## config.mk

```make
export PLATFORM = sky130hd
export DESIGN_NAME = phys_reg_free_list
export DESIGN_NICKNAME = d
export VERILOG_FILES = /design/src/rtl/phys_reg_free_list_pkg.sv /design/src/rtl/ring_idx_add.sv /design/src/rtl/phys_reg_free_list.sv
export SDC_FILE = /design/constraint.sdc
export NUM_CORES = 1
export LEC_CHECK = 0
export BUFFER_PORTS_ARGS = -buffer_cell sky130_fd_sc_hd__clkbuf_2
export CAP_MARGIN = 20
export CORE_UTILIZATION = 25
export CTS_CLUSTER_SIZE = 25
export DETAILED_ROUTE_END_ITERATION = 10
export MAX_ROUTING_LAYER = met4
export PLACE_DENSITY = 0.49
export SYNTH_ARGS = -nofsm -noshare
export SYNTH_HDL_FRONTEND = slang
export SYNTH_SLANG_ARGS = --single-unit
```

## constraint.sdc

```tcl
create_clock -name clk -period 15.5 [get_ports clk]
set_clock_uncertainty 0.1 [all_clocks]
set_input_delay 3.1 -clock clk [delete_from_list [all_inputs] [get_ports clk]]
set_output_delay 3.1 -clock clk [all_outputs]
set_load 0.03 [all_outputs]
```

## src/rtl/phys_reg_free_list_pkg.sv

```systemverilog
// Constants and types shared by the rename free list and the physical register file.
package phys_reg_free_list_pkg;
  localparam int PREG_W     = 5;
  localparam int PHYS_REGS  = 32;
  localparam int FREE_DEPTH = 30;
  localparam logic [PREG_W-1:0] PREG_ZERO = 5'd0;
  localparam logic [PREG_W-1:0] PREG_ONE  = 5'd1;

  typedef logic [PREG_W-1:0] preg_t;

  // Indices 0 and 1 are hardwired and must never enter the free list.
  function automatic logic is_allocatable(input preg_t p);
    return (p != PREG_ZERO) && (p != PREG_ONE);
  endfunction
endpackage

```

## src/rtl/ring_idx_add.sv

```systemverilog
// (index + offset) mod FREE_DEPTH for the free-list ring; index < depth, offset <= depth.
module ring_idx_add
  import phys_reg_free_list_pkg::*;
(
  input  preg_t              idx,
  input  logic [PREG_W-1:0]  off,
  output preg_t              sum
);
  logic [PREG_W:0] raw;

  always_comb begin
    raw = {1'b0, idx} + {1'b0, off};
    sum = (raw >= (PREG_W+1)'(FREE_DEPTH)) ? preg_t'(raw - (PREG_W+1)'(FREE_DEPTH))
                                           : raw[PREG_W-1:0];
  end
endmodule

```

## src/rtl/phys_reg_free_list.sv

```systemverilog
// Multi-lane physical register free list with one head checkpoint for speculative rollback.
module phys_reg_free_list
  import phys_reg_free_list_pkg::*;
#(
  parameter int ALLOC_W   = 2,
  parameter int FREE_W    = 2,
  parameter int ARCH_REGS = 6
) (
  input  logic                      clk,
  input  logic                      rst,
  input  logic [ALLOC_W-1:0]        alloc_req,
  output logic                      alloc_ok,
  output logic [PREG_W*ALLOC_W-1:0] alloc_addrs,
  input  logic [FREE_W-1:0]         free_valid,
  input  logic [PREG_W*FREE_W-1:0]  free_addrs,
  input  logic                      ckpt_take,
  input  logic                      ckpt_restore,
  output logic [PREG_W-1:0]         free_count,
  output logic                      overflow_err
);
  localparam int INIT_CNT = FREE_DEPTH - ARCH_REGS;
  localparam logic [PREG_W:0] DEPTH_C = (PREG_W+1)'(FREE_DEPTH);

  preg_t             mem_q [FREE_DEPTH];
  preg_t             head_q, head_d, tail_q, tail_d;
  preg_t             ckpt_head_q, ckpt_head_d;
  logic [PREG_W-1:0] count_q, count_d, ckpt_cnt_q, ckpt_cnt_d;
  logic              overflow_q, overflow_d;

  logic [PREG_W-1:0] alloc_pre [ALLOC_W+1];
  logic [PREG_W-1:0] free_pre  [FREE_W+1];
  preg_t             alloc_idx [ALLOC_W];
  preg_t             push_idx  [FREE_W];
  logic [FREE_W-1:0] push_en;
  logic [PREG_W-1:0] popped;
  preg_t             head_adv, tail_adv;
  logic [PREG_W:0]   base_cnt, room;
  logic              drop;

  // Prefix popcount compacts requesting lanes onto consecutive ring entries.
  always_comb begin
    alloc_pre[0] = '0;
    for (int i = 0; i < ALLOC_W; i++) begin
      alloc_pre[i+1] = alloc_pre[i] + PREG_W'(alloc_req[i]);
    end
    alloc_ok = (alloc_pre[ALLOC_W] <= count_q) && !ckpt_restore;
    popped   = alloc_ok ? alloc_pre[ALLOC_W] : '0;
  end

  // Releases fill remaining room in lane order, so the highest lanes drop first.
  always_comb begin
    base_cnt    = ckpt_restore ? ({1'b0, count_q} + {1'b0, ckpt_cnt_q})
                               : ({1'b0, count_q} - {1'b0, popped});
    room        = (base_cnt >= DEPTH_C) ? '0 : DEPTH_C - base_cnt;
    free_pre[0] = '0;
    push_en     = '0;
    drop        = 1'b0;
    for (int i = 0; i < FREE_W; i++) begin
      if (free_valid[i] && is_allocatable(free_addrs[PREG_W*i +: PREG_W])) begin
        if ({1'b0, free_pre[i]} < room) push_en[i] = 1'b1;
        else                            drop       = 1'b1;
      end
      free_pre[i+1] = free_pre[i] + PREG_W'(push_en[i]);
    end
  end

  genvar gi;
  generate
    for (gi = 0; gi < ALLOC_W; gi++) begin : g_alloc
      ring_idx_add u_add (.idx(head_q), .off(alloc_pre[gi]), .sum(alloc_idx[gi]));
      assign alloc_addrs[PREG_W*gi +: PREG_W] = mem_q[alloc_idx[gi]];
    end
    for (gi = 0; gi < FREE_W; gi++) begin : g_free
      ring_idx_add u_add (.idx(tail_q), .off(free_pre[gi]), .sum(push_idx[gi]));
    end
  endgenerate

  ring_idx_add u_head (.idx(head_q), .off(popped),           .sum(head_adv));
  ring_idx_add u_tail (.idx(tail_q), .off(free_pre[FREE_W]), .sum(tail_adv));

  always_comb begin
    head_d      = head_adv;
    tail_d      = tail_adv;
    count_d     = PREG_W'(base_cnt + {1'b0, free_pre[FREE_W]});
    ckpt_head_d = ckpt_head_q;
    ckpt_cnt_d  = ckpt_cnt_q;
    overflow_d  = overflow_q | drop;
    if (ckpt_restore) begin
      // Snapshot stays put, so a same-cycle take is equivalent to keeping it.
      head_d     = ckpt_head_q;
      ckpt_cnt_d = '0;
    end else if (ckpt_take) begin
      ckpt_head_d = head_adv;
      ckpt_cnt_d  = '0;
    end else begin
      ckpt_cnt_d = ckpt_cnt_q + popped;
    end
  end

  always_ff @(posedge clk or posedge rst) begin
    if (rst) begin
      for (int k = 0; k < FREE_DEPTH; k++) begin
        mem_q[k] <= (k < INIT_CNT) ? PREG_W'(2 + ARCH_REGS + k) : '0;
      end
      head_q      <= '0;
      tail_q      <= PREG_W'(INIT_CNT);
      count_q     <= PREG_W'(INIT_CNT);
      ckpt_head_q <= '0;
      ckpt_cnt_q  <= '0;
      overflow_q  <= 1'b0;
    end else begin
      for (int i = 0; i < FREE_W; i++) begin
        if (push_en[i]) mem_q[push_idx[i]] <= free_addrs[PREG_W*i +: PREG_W];
      end
      head_q      <= head_d;
      tail_q      <= tail_d;
      count_q     <= count_d;
      ckpt_head_q <= ckpt_head_d;
      ckpt_cnt_q  <= ckpt_cnt_d;
      overflow_q  <= overflow_d;
    end
  end

  assign free_count   = count_q;
  assign overflow_err = overflow_q;
endmodule

```

**Word level (Yosys, flattened, before mapping)**

Cells that the tools add are included.
W data, S select, Z words.

- Bits in registers: 176
- Latch bits: 0
- RAM bits: 0
- ROM bits: 0
- Input bits: 18
- Output and inout port bits: 17
- Word-level logic and storage cells: 122
- Memories kept: 0

- $add $sub $neg: 17
- $mul: 0
- Divide/modulo/power cells: 0
- Order comparisons: 16
- Equal/unequal tests: 2
- Shift operators: 0
- Multiplexer cells: 34
- Bitwise operators: 6
- Reduce and logical (&&, ||, !) cells: 11

Operators with widths:

| cell | count |
|---|---|
| $bwmux W150 | 2 |
| $mux W150 | 2 |
| $mux W5 | 15 |
| $bmux W5 S5 | 2 |
| $demux W5 S5 | 2 |
| $ge A6 B5 Y1 const B | 5 |
| $sub A5 B5 Y5 const B | 6 |
| $ge A6 B6 Y1 const B | 4 |
| $not A5 Y6 | 4 |
| $add A5 B1 Y6 | 2 |
| $add A5 B2 Y6 | 2 |
| $lt A6 B1 Y1 const B | 2 |
| $mux W6 | 2 |
| $add A5 B2 Y5 | 2 |
| $ge A5 B5 Y1 const B | 2 |
| $ne A5 B1 Y1 const B | 2 |
| $reduce_bool A5 Y1 | 2 |
| $mux W1 | 8 |
| $logic_and A1 B1 Y1 | 7 |
| $add A5 B5 Y6 | 1 |
| $lt A1 B6 Y1 | 1 |
| $lt A1 B6 Y1 const A | 1 |
| $sub A5 B2 Y6 | 1 |
| $sub A5 B6 Y6 const A | 1 |
| 7 further kinds | 8 |

**Depth between registers and ports, before layout**

- Depth after elaboration: 21
- Depth in mapped cells: 31
- Depth with buffers taken out: 29

**By module**

Synthesis repeated with hierarchy kept, for this count alone.

- Cell total of the unflattened synthesis: 1227
- Area total of the unflattened synthesis: 14151.1 um2

Modules (own cells, without submodules):

| module | times used | cells an instance | area an instance (um2) | seq. area each (um2) |
|---|---|---|---|---|
| phys_reg_free_list | 1 | 1011 | 12319.3 | 4494.3 |
| ring_idx_add | 6 | 36 | 305.3 | 0.0 |

**Least setup slack after synthesis**

No wires, ideal clock.

- Path type: input-to-reg
- From: input alloc_req[0]
- To: register mem_q[75] (netlist bit)
- Data arrival time: 9.682 ns
- Data required time: 15.275 ns
- Path slack: 5.593 ns
- Cell stages on the path: 28
- Cells stage by stage: ha_1 -> inv_1 -> ha_1 -> a2111oi_0 -> a21oi_1 -> and2_1 -> inv_1 -> ha_1 -> mux2_2 -> fa_1 -> ha_1 -> nor2_1 -> and3b_4 -> a31o_4 -> buf_6 -> nor2_1 -> ha_1 -> ha_1 -> xnor2_2 -> inv_1 -> ha_1 -> nor4b_1 -> o2bb2ai_1 -> inv_1 -> nor3_1 -> or4b_1 -> clkbuf_1 -> mux2_2

- Word-level cells in the longest chain between the ends: 21
- Elaborated cells between the ends (all ways): 28
- Those cells by class: 5 x add/sub; 7 x order compare; 13 x mux; 1 x bitwise; 2 x reduce/logical

RTL lines:

| item | RTL line | source |
|---|---|---|
| start, declared | phys_reg_free_list.sv:11 | `input logic [ALLOC_W-1:0] alloc_req,` |
| $add A1 B1 Y2 * | phys_reg_free_list.sv:44 | `alloc_pre[i+1] = alloc_pre[i] + PREG_W'(alloc_req[i]);` |
| $le A2 B5 Y1 * | phys_reg_free_list.sv:46 | `alloc_ok = (alloc_pre[ALLOC_W] <= count_q) && !ckpt_restore;` |
| $logic_and A1 B1 Y1 * | phys_reg_free_list.sv:46 |  |
| net alloc_ok | phys_reg_free_list.sv:12 | `output logic alloc_ok,` |
| $mux W2 * | phys_reg_free_list.sv:47 | `popped = alloc_ok ? alloc_pre[ALLOC_W] : '0;` |
| $sub A5 B2 Y6 * | phys_reg_free_list.sv:53 | `: ({1'b0, count_q} - {1'b0, popped});` |
| $mux W6 * | phys_reg_free_list.sv:52 | `base_cnt = ckpt_restore ? ({1'b0, count_q} + {1'b0, ckpt_cnt_q})` |
| $sub A5 B6 Y6 / $ge A6 B5 Y1 (equally long branches) | phys_reg_free_list.sv:54 | `room = (base_cnt >= DEPTH_C) ? '0 : DEPTH_C - base_cnt;` |
| (+6 left out) | n/a |  |
| $mux W5 | ring_idx_add.sv:13 | `sum = (raw >= (PREG_W+1)'(FREE_DEPTH)) ? preg_t'(raw - (PREG_W+1)'(FREE_DEPTH))` |
| $not A5 Y6 (implied by the code) | phys_reg_free_list.sv:113 | `if (push_en[i]) mem_q[push_idx[i]] <= free_addrs[PREG_W*i +: PREG_W];` |
| $ge A6 B6 Y1 (implied by the code) / $lt A6 B1 Y1 (equally long branches) | phys_reg_free_list.sv:113 |  |
| $logic_and A1 B1 Y1 (implied by the code) | phys_reg_free_list.sv:113 |  |
| $mux W5 (implied by the code) | phys_reg_free_list.sv:113 |  |
| $demux W5 S5 | phys_reg_free_list.sv:113 |  |
| $bwmux W150 | phys_reg_free_list.sv:113 |  |
| $mux W150 * | phys_reg_free_list.sv:113 |  |
| end signal, assigned by index | phys_reg_free_list.sv:103 | `mem_q[k] <= (k < INIT_CNT) ? PREG_W'(2 + ARCH_REGS + k) : '0;` |
| end signal, assigned by index | phys_reg_free_list.sv:113 |  |
| end, declared | phys_reg_free_list.sv:24 | `preg_t mem_q [FREE_DEPTH];` |

The timed path passes the listed nets; every way through them passes the cells marked *.
A chain may end at the register's enable or synchronous reset.

**Final worst setup path**

- From: input alloc_req[0]
- To: register mem_q[75] (netlist bit)

- Word-level cells in the longest chain between the ends: 21
- Elaborated cells between the ends (all ways): 28
- Those cells by class: 5 x add/sub; 7 x order compare; 13 x mux; 1 x bitwise; 2 x reduce/logical

RTL lines:

| item | RTL line |
|---|---|
| $add A1 B1 Y2 * | phys_reg_free_list.sv:44 |
| $le A2 B5 Y1 | phys_reg_free_list.sv:46 |
| $logic_and A1 B1 Y1 | phys_reg_free_list.sv:46 |
| $mux W2 * | phys_reg_free_list.sv:47 |
| $sub A5 B2 Y6 * | phys_reg_free_list.sv:53 |
| $mux W6 * | phys_reg_free_list.sv:52 |
| $sub A5 B6 Y6 / $ge A6 B5 Y1 (equally long branches) | phys_reg_free_list.sv:54 |
| $mux W6 * | phys_reg_free_list.sv:54 |
| (+5 left out) | n/a |
| $mux W5 | ring_idx_add.sv:13 |
| $not A5 Y6 (implied by the code) | phys_reg_free_list.sv:113 |
| $ge A6 B6 Y1 (implied by the code) / $lt A6 B1 Y1 (equally long branches) | phys_reg_free_list.sv:113 |
| $logic_and A1 B1 Y1 (implied by the code) | phys_reg_free_list.sv:113 |
| $mux W5 (implied by the code) | phys_reg_free_list.sv:113 |
| $demux W5 S5 | phys_reg_free_list.sv:113 |
| $bwmux W150 | phys_reg_free_list.sv:113 |
| $mux W150 * | phys_reg_free_list.sv:113 |

Every way passes the cells marked *; elsewhere a longest branch is shown, timed or not.

==> implementation parameters <==
Parameter                              Value

Status
  Status ... completed

Synthesis
  Number of unique standard cell types used by synthesis ... 81
  FF+latch count, synth ... 176
  Average instance area after synthesis ... 11.3 um2
  Number of warnings issued by yosys ... 0
  Predominant post-synthesis flop cell ... sky130_fd_sc_hd__dfrtp_1
  Syn nets ... 1240
  Number of synthesized flops with an enable pin ... 0
  Syn Inst Count ... 1188
  Sequential fraction of the synthesis area ... 33.5%
  Fraction of registers with async set/reset ... 100%
  Post-Syn Area ... 0.0134 mm2

Power
  Power density normalized to cell area ... 234 mW/mm2
  Worst vdd ir ... 96.4 uV
  Leakage component of the power ... 5.94 nW

Critical path
  Capture point of the worst reg-to-reg path ... mem_q[75]
  Data arrival time of the critical path ... 10560 ps
  Largest fanout on the critical path ... 28
  R2R depth ... 25
  Flop-to-flop setup slack ... 7630 ps
  Worst r2r src ... free_count[1]
  Required time of the critical path ... 15750 ps
  Startpoint types ... input port
  CP Class ... in -> reg
  Worst Setup End Kind ... register

Timing
  Slew Limit Fails ... 0
  Smallest hold slack ... 372 ps
  Shortest clock period the worst path allows after layout ... 10320 ps
  Final setup margin ... 5180 ps
  Post-route setup TNS ... 0 ps
  Count of final hold-check violations ... 0
  Slew headroom ... 22.9%
  Achievable Freq ... 96.9 MHz
  Share of the clock period used by the worst path after layout ... 66.6%
  Final number of setup-violating endpoints ... 0
  Slew at the pin with the worst max-slew slack ... 1150 ps
  Setup repair after global routing missed its margin ... false

Worst hold path
  Destination of the worst hold path ... overflow_err
  Critical hold path startpoint ... overflow_err
  Worst min-delay path category ... reg -> reg
  Hold path depth ... 1

Clocking
  Clock buffers created by TritonCTS ... 17
  CTS Hold Bufs ... 0
  CTS tree ... yes
  Maximum clock path buffer count ... 2
  Number of sinks driven by the clock tree ... 176
  Root Driver ... sky130_fd_sc_hd__clkbuf_16
  Number of setup buffers added after CTS ... 0
  Clock transition at the registers of the reported paths ... 80 ps
  Count of H-tree levels built during CTS ... 4
  Clock latency at the later pin of the worst-skew pair ... 460 ps
  Number of gates given a new drive strength after cts ... 0

Global routing
  All-Layer GR Usage ... 17.0%
  Global route overflow ... 0
  First-pass GRT wire length ... 66300 um
  Vias in the first global route ... 9888
  Pin count of the biggest net entering global routing ... 68
  Antenna violations before repair ... 0

Final layout
  Core utilization of the finished layout ... 27.7%
  Layout cells sized above 1 ... 39.1%
  Cell area after layout ... 0.0147 mm2
  Fill cells ... 5480
  Antenna Diode Count ... 0
  Sequential cell area in the final layout ... 0.00450 mm2
  Final nets ... 1194
  P&R area growth vs syn ... 9.20%
  Multi-input gate area ... 0.00838 mm2

Placed design
  Worst-case setup slack after placement ... 4830 ps
  Final estimated routing congestion in global placement ... 0.883
  Standard cell area after detailed placement ... 0.0141 mm2
  Port-buffer cells ... 34
  Detailed placement HPWL ... 30300 um

Route
  Post-detailed-route DRC marker count ... 0
  Total length of routed wires ... 43800 um
  Average vias per placed instance ... 5.38
  Violation count after the first detailed-route iteration ... 725
  Routed Antenna Nets ... 0
  Number of detailed-route iterations in the first pass ... 7
  DR vias ... 9910
  Post-detailed-route wirelength per cell ... 23.8 um

Die
  Core Footprint ... 0.0529 mm2
  Floorplan die height ... 234 um
  Die width ... 234 um
  Number of top-level pins ... 35
  Rows ... 84
  Starting Density ... 25.4%
  Area of the die ... 0.0547 mm2

Run
  # Max-Cap Violations ... 0
==> per-stage QoR <==
step,instances,total power [mW]
after floorplan,1188,2.39
after global placement,1810,2.97
after detailed placement,1810,3.00
after CTS,1842,3.44
after global routing,1843,3.66
final,1843,3.43
==> cell usage after synthesis, drive strengths merged (7+ instances only) <==
library cell	number	share of area, %
a22oi	9	0.50
clkbuf	79	2.2
dfrtp	104	19
and3	7	0.33
mux2i	33	2.5
nand4	18	0.84
o21ai	28	1.0
o221ai	8	0.52
nand2	58	1.6
or4	26	1.5
xor2	8	0.58
a22o	11	0.72
ha	31	2.9
buf	33	1.4
mux4	52	8.7
xnor2	13	0.96
mux2	318	27
nor3	15	0.56
nor2b	7	0.33
a21o	12	0.73
nand3	43	1.6
a21oi	31	1.2
inv	25	0.70
nor2	32	0.89
dfstp	72	14
and3b	8	0.55
and2	9	0.42
==> layout make-up <==
| cell class | count | share of cell area, % |
|---|---|---|
| clock buffer | 18 | 2.93 |
| clock inverter | 14 | 0.887 |
| inverter | 25 | 0.674 |
| multi-input combinational | 875 | 57.1 |
| sequential | 176 | 30.6 |
| tap | 688 | 5.87 |
| timing repair buffer | 47 | 1.85 |
==> logic make-up after synthesis <==
logic type / count (synthesis) / share of synthesized area, %
mux: 403 / 38.0
compound gates: 166 / 9.00
buf+inv: 137 / 4.32
fa+ha+maj: 35 / 3.41
simple gates: 250 / 10.3
xor+xnor: 21 / 1.54
flops: 176 / 33.5
==> worst max path at each step <==
stage	from	end	slack [ps]	cells past startpoint
after floorplan	alloc_req[0]	mem_q[75]	5590	28
after global placement	alloc_req[0]	mem_q[75]	5060	27
after detailed placement	alloc_req[0]	mem_q[75]	4830	27
after CTS	alloc_req[0]	alloc_addrs[9]	5230	11
after global routing	alloc_req[0]	mem_q[115]	4650	27
final	alloc_req[0]	mem_q[75]	5180	27
==> worst max-delay path, cell delays in order <==
cell,delay (ps)
sky130_fd_sc_hd__clkbuf_2,100
sky130_fd_sc_hd__ha_1,300
sky130_fd_sc_hd__inv_1,50
sky130_fd_sc_hd__ha_1,270
sky130_fd_sc_hd__a2111oi_0,380
sky130_fd_sc_hd__a21oi_1,160
sky130_fd_sc_hd__and2_1,220
sky130_fd_sc_hd__inv_1,150
sky130_fd_sc_hd__ha_1,250
sky130_fd_sc_hd__mux2_2,300
sky130_fd_sc_hd__fa_1,670
sky130_fd_sc_hd__ha_1,250
sky130_fd_sc_hd__o21ai_0,80
sky130_fd_sc_hd__nor3_1,370
sky130_fd_sc_hd__a21o_4,330
sky130_fd_sc_hd__nor2_1,120
sky130_fd_sc_hd__ha_1,270
sky130_fd_sc_hd__ha_1,260
sky130_fd_sc_hd__xnor2_2,270
sky130_fd_sc_hd__inv_1,90
sky130_fd_sc_hd__ha_1,300
sky130_fd_sc_hd__nor4b_1,50
sky130_fd_sc_hd__o2bb2ai_1,300
sky130_fd_sc_hd__inv_1,130
sky130_fd_sc_hd__nor3_1,830
sky130_fd_sc_hd__or4b_1,640
sky130_fd_sc_hd__mux2_2,320
==> metal layers <==
layer  track usage [%]  part of all wire, %  vias to the layer above
li1                  -                    -                     4439
met1              22.2                   45                     5161
met2              27.1                   49                      249
met3              2.68                  4.5                       61
met4              5.32                  2.3                        0
met5                 -                    0                        -
==> registers in the layout, summed over array words and instances, names as in the netlist <==
register and cells:
mem_q 150, head_q 5, tail_q 5, ckpt_head_q 5, overflow_err 1, free_count 5
ckpt_cnt_q 5
==> power by group <==
part | internal, mW | leakage, nW | total [mW] | switching, mW
clock | 0.212 | 0.275 | 0.428 | 0.217
combinational | 0.899 | 3.59 | 2.06 | 1.16
sequential | 0.735 | 2.07 | 0.944 | 0.209
total | 1.85 | 5.94 | 3.43 | 1.59
==> layout by cell type (no fill, tap or decap), types with 7 or more instances in the layout <==
cell	instances
sky130_fd_sc_hd__o21ai_0	25
sky130_fd_sc_hd__and3b_1	7
sky130_fd_sc_hd__mux2_2	223
sky130_fd_sc_hd__and3_1	7
sky130_fd_sc_hd__a21o_1	11
sky130_fd_sc_hd__nor2_1	32
sky130_fd_sc_hd__xnor2_1	11
sky130_fd_sc_hd__a22oi_1	9
sky130_fd_sc_hd__clkbuf_16	17
sky130_fd_sc_hd__ha_1	31
sky130_fd_sc_hd__xor2_1	7
sky130_fd_sc_hd__a21oi_1	29
sky130_fd_sc_hd__dfrtp_1	103
sky130_fd_sc_hd__dfstp_2	72
sky130_fd_sc_hd__clkbuf_2	34
sky130_fd_sc_hd__nand3_1	43
sky130_fd_sc_hd__nand2_1	58
sky130_fd_sc_hd__a22o_1	11
sky130_fd_sc_hd__mux2_1	90
sky130_fd_sc_hd__nor2b_1	7
sky130_fd_sc_hd__nand4_1	18
sky130_fd_sc_hd__nor3_1	15
sky130_fd_sc_hd__mux4_2	52
sky130_fd_sc_hd__or4_1	25
sky130_fd_sc_hd__o221ai_1	8
sky130_fd_sc_hd__mux2i_1	33
sky130_fd_sc_hd__buf_4	12
sky130_fd_sc_hd__and2_1	7
sky130_fd_sc_hd__inv_1	24
Note: power is estimated with default switching activity, not from simulation.
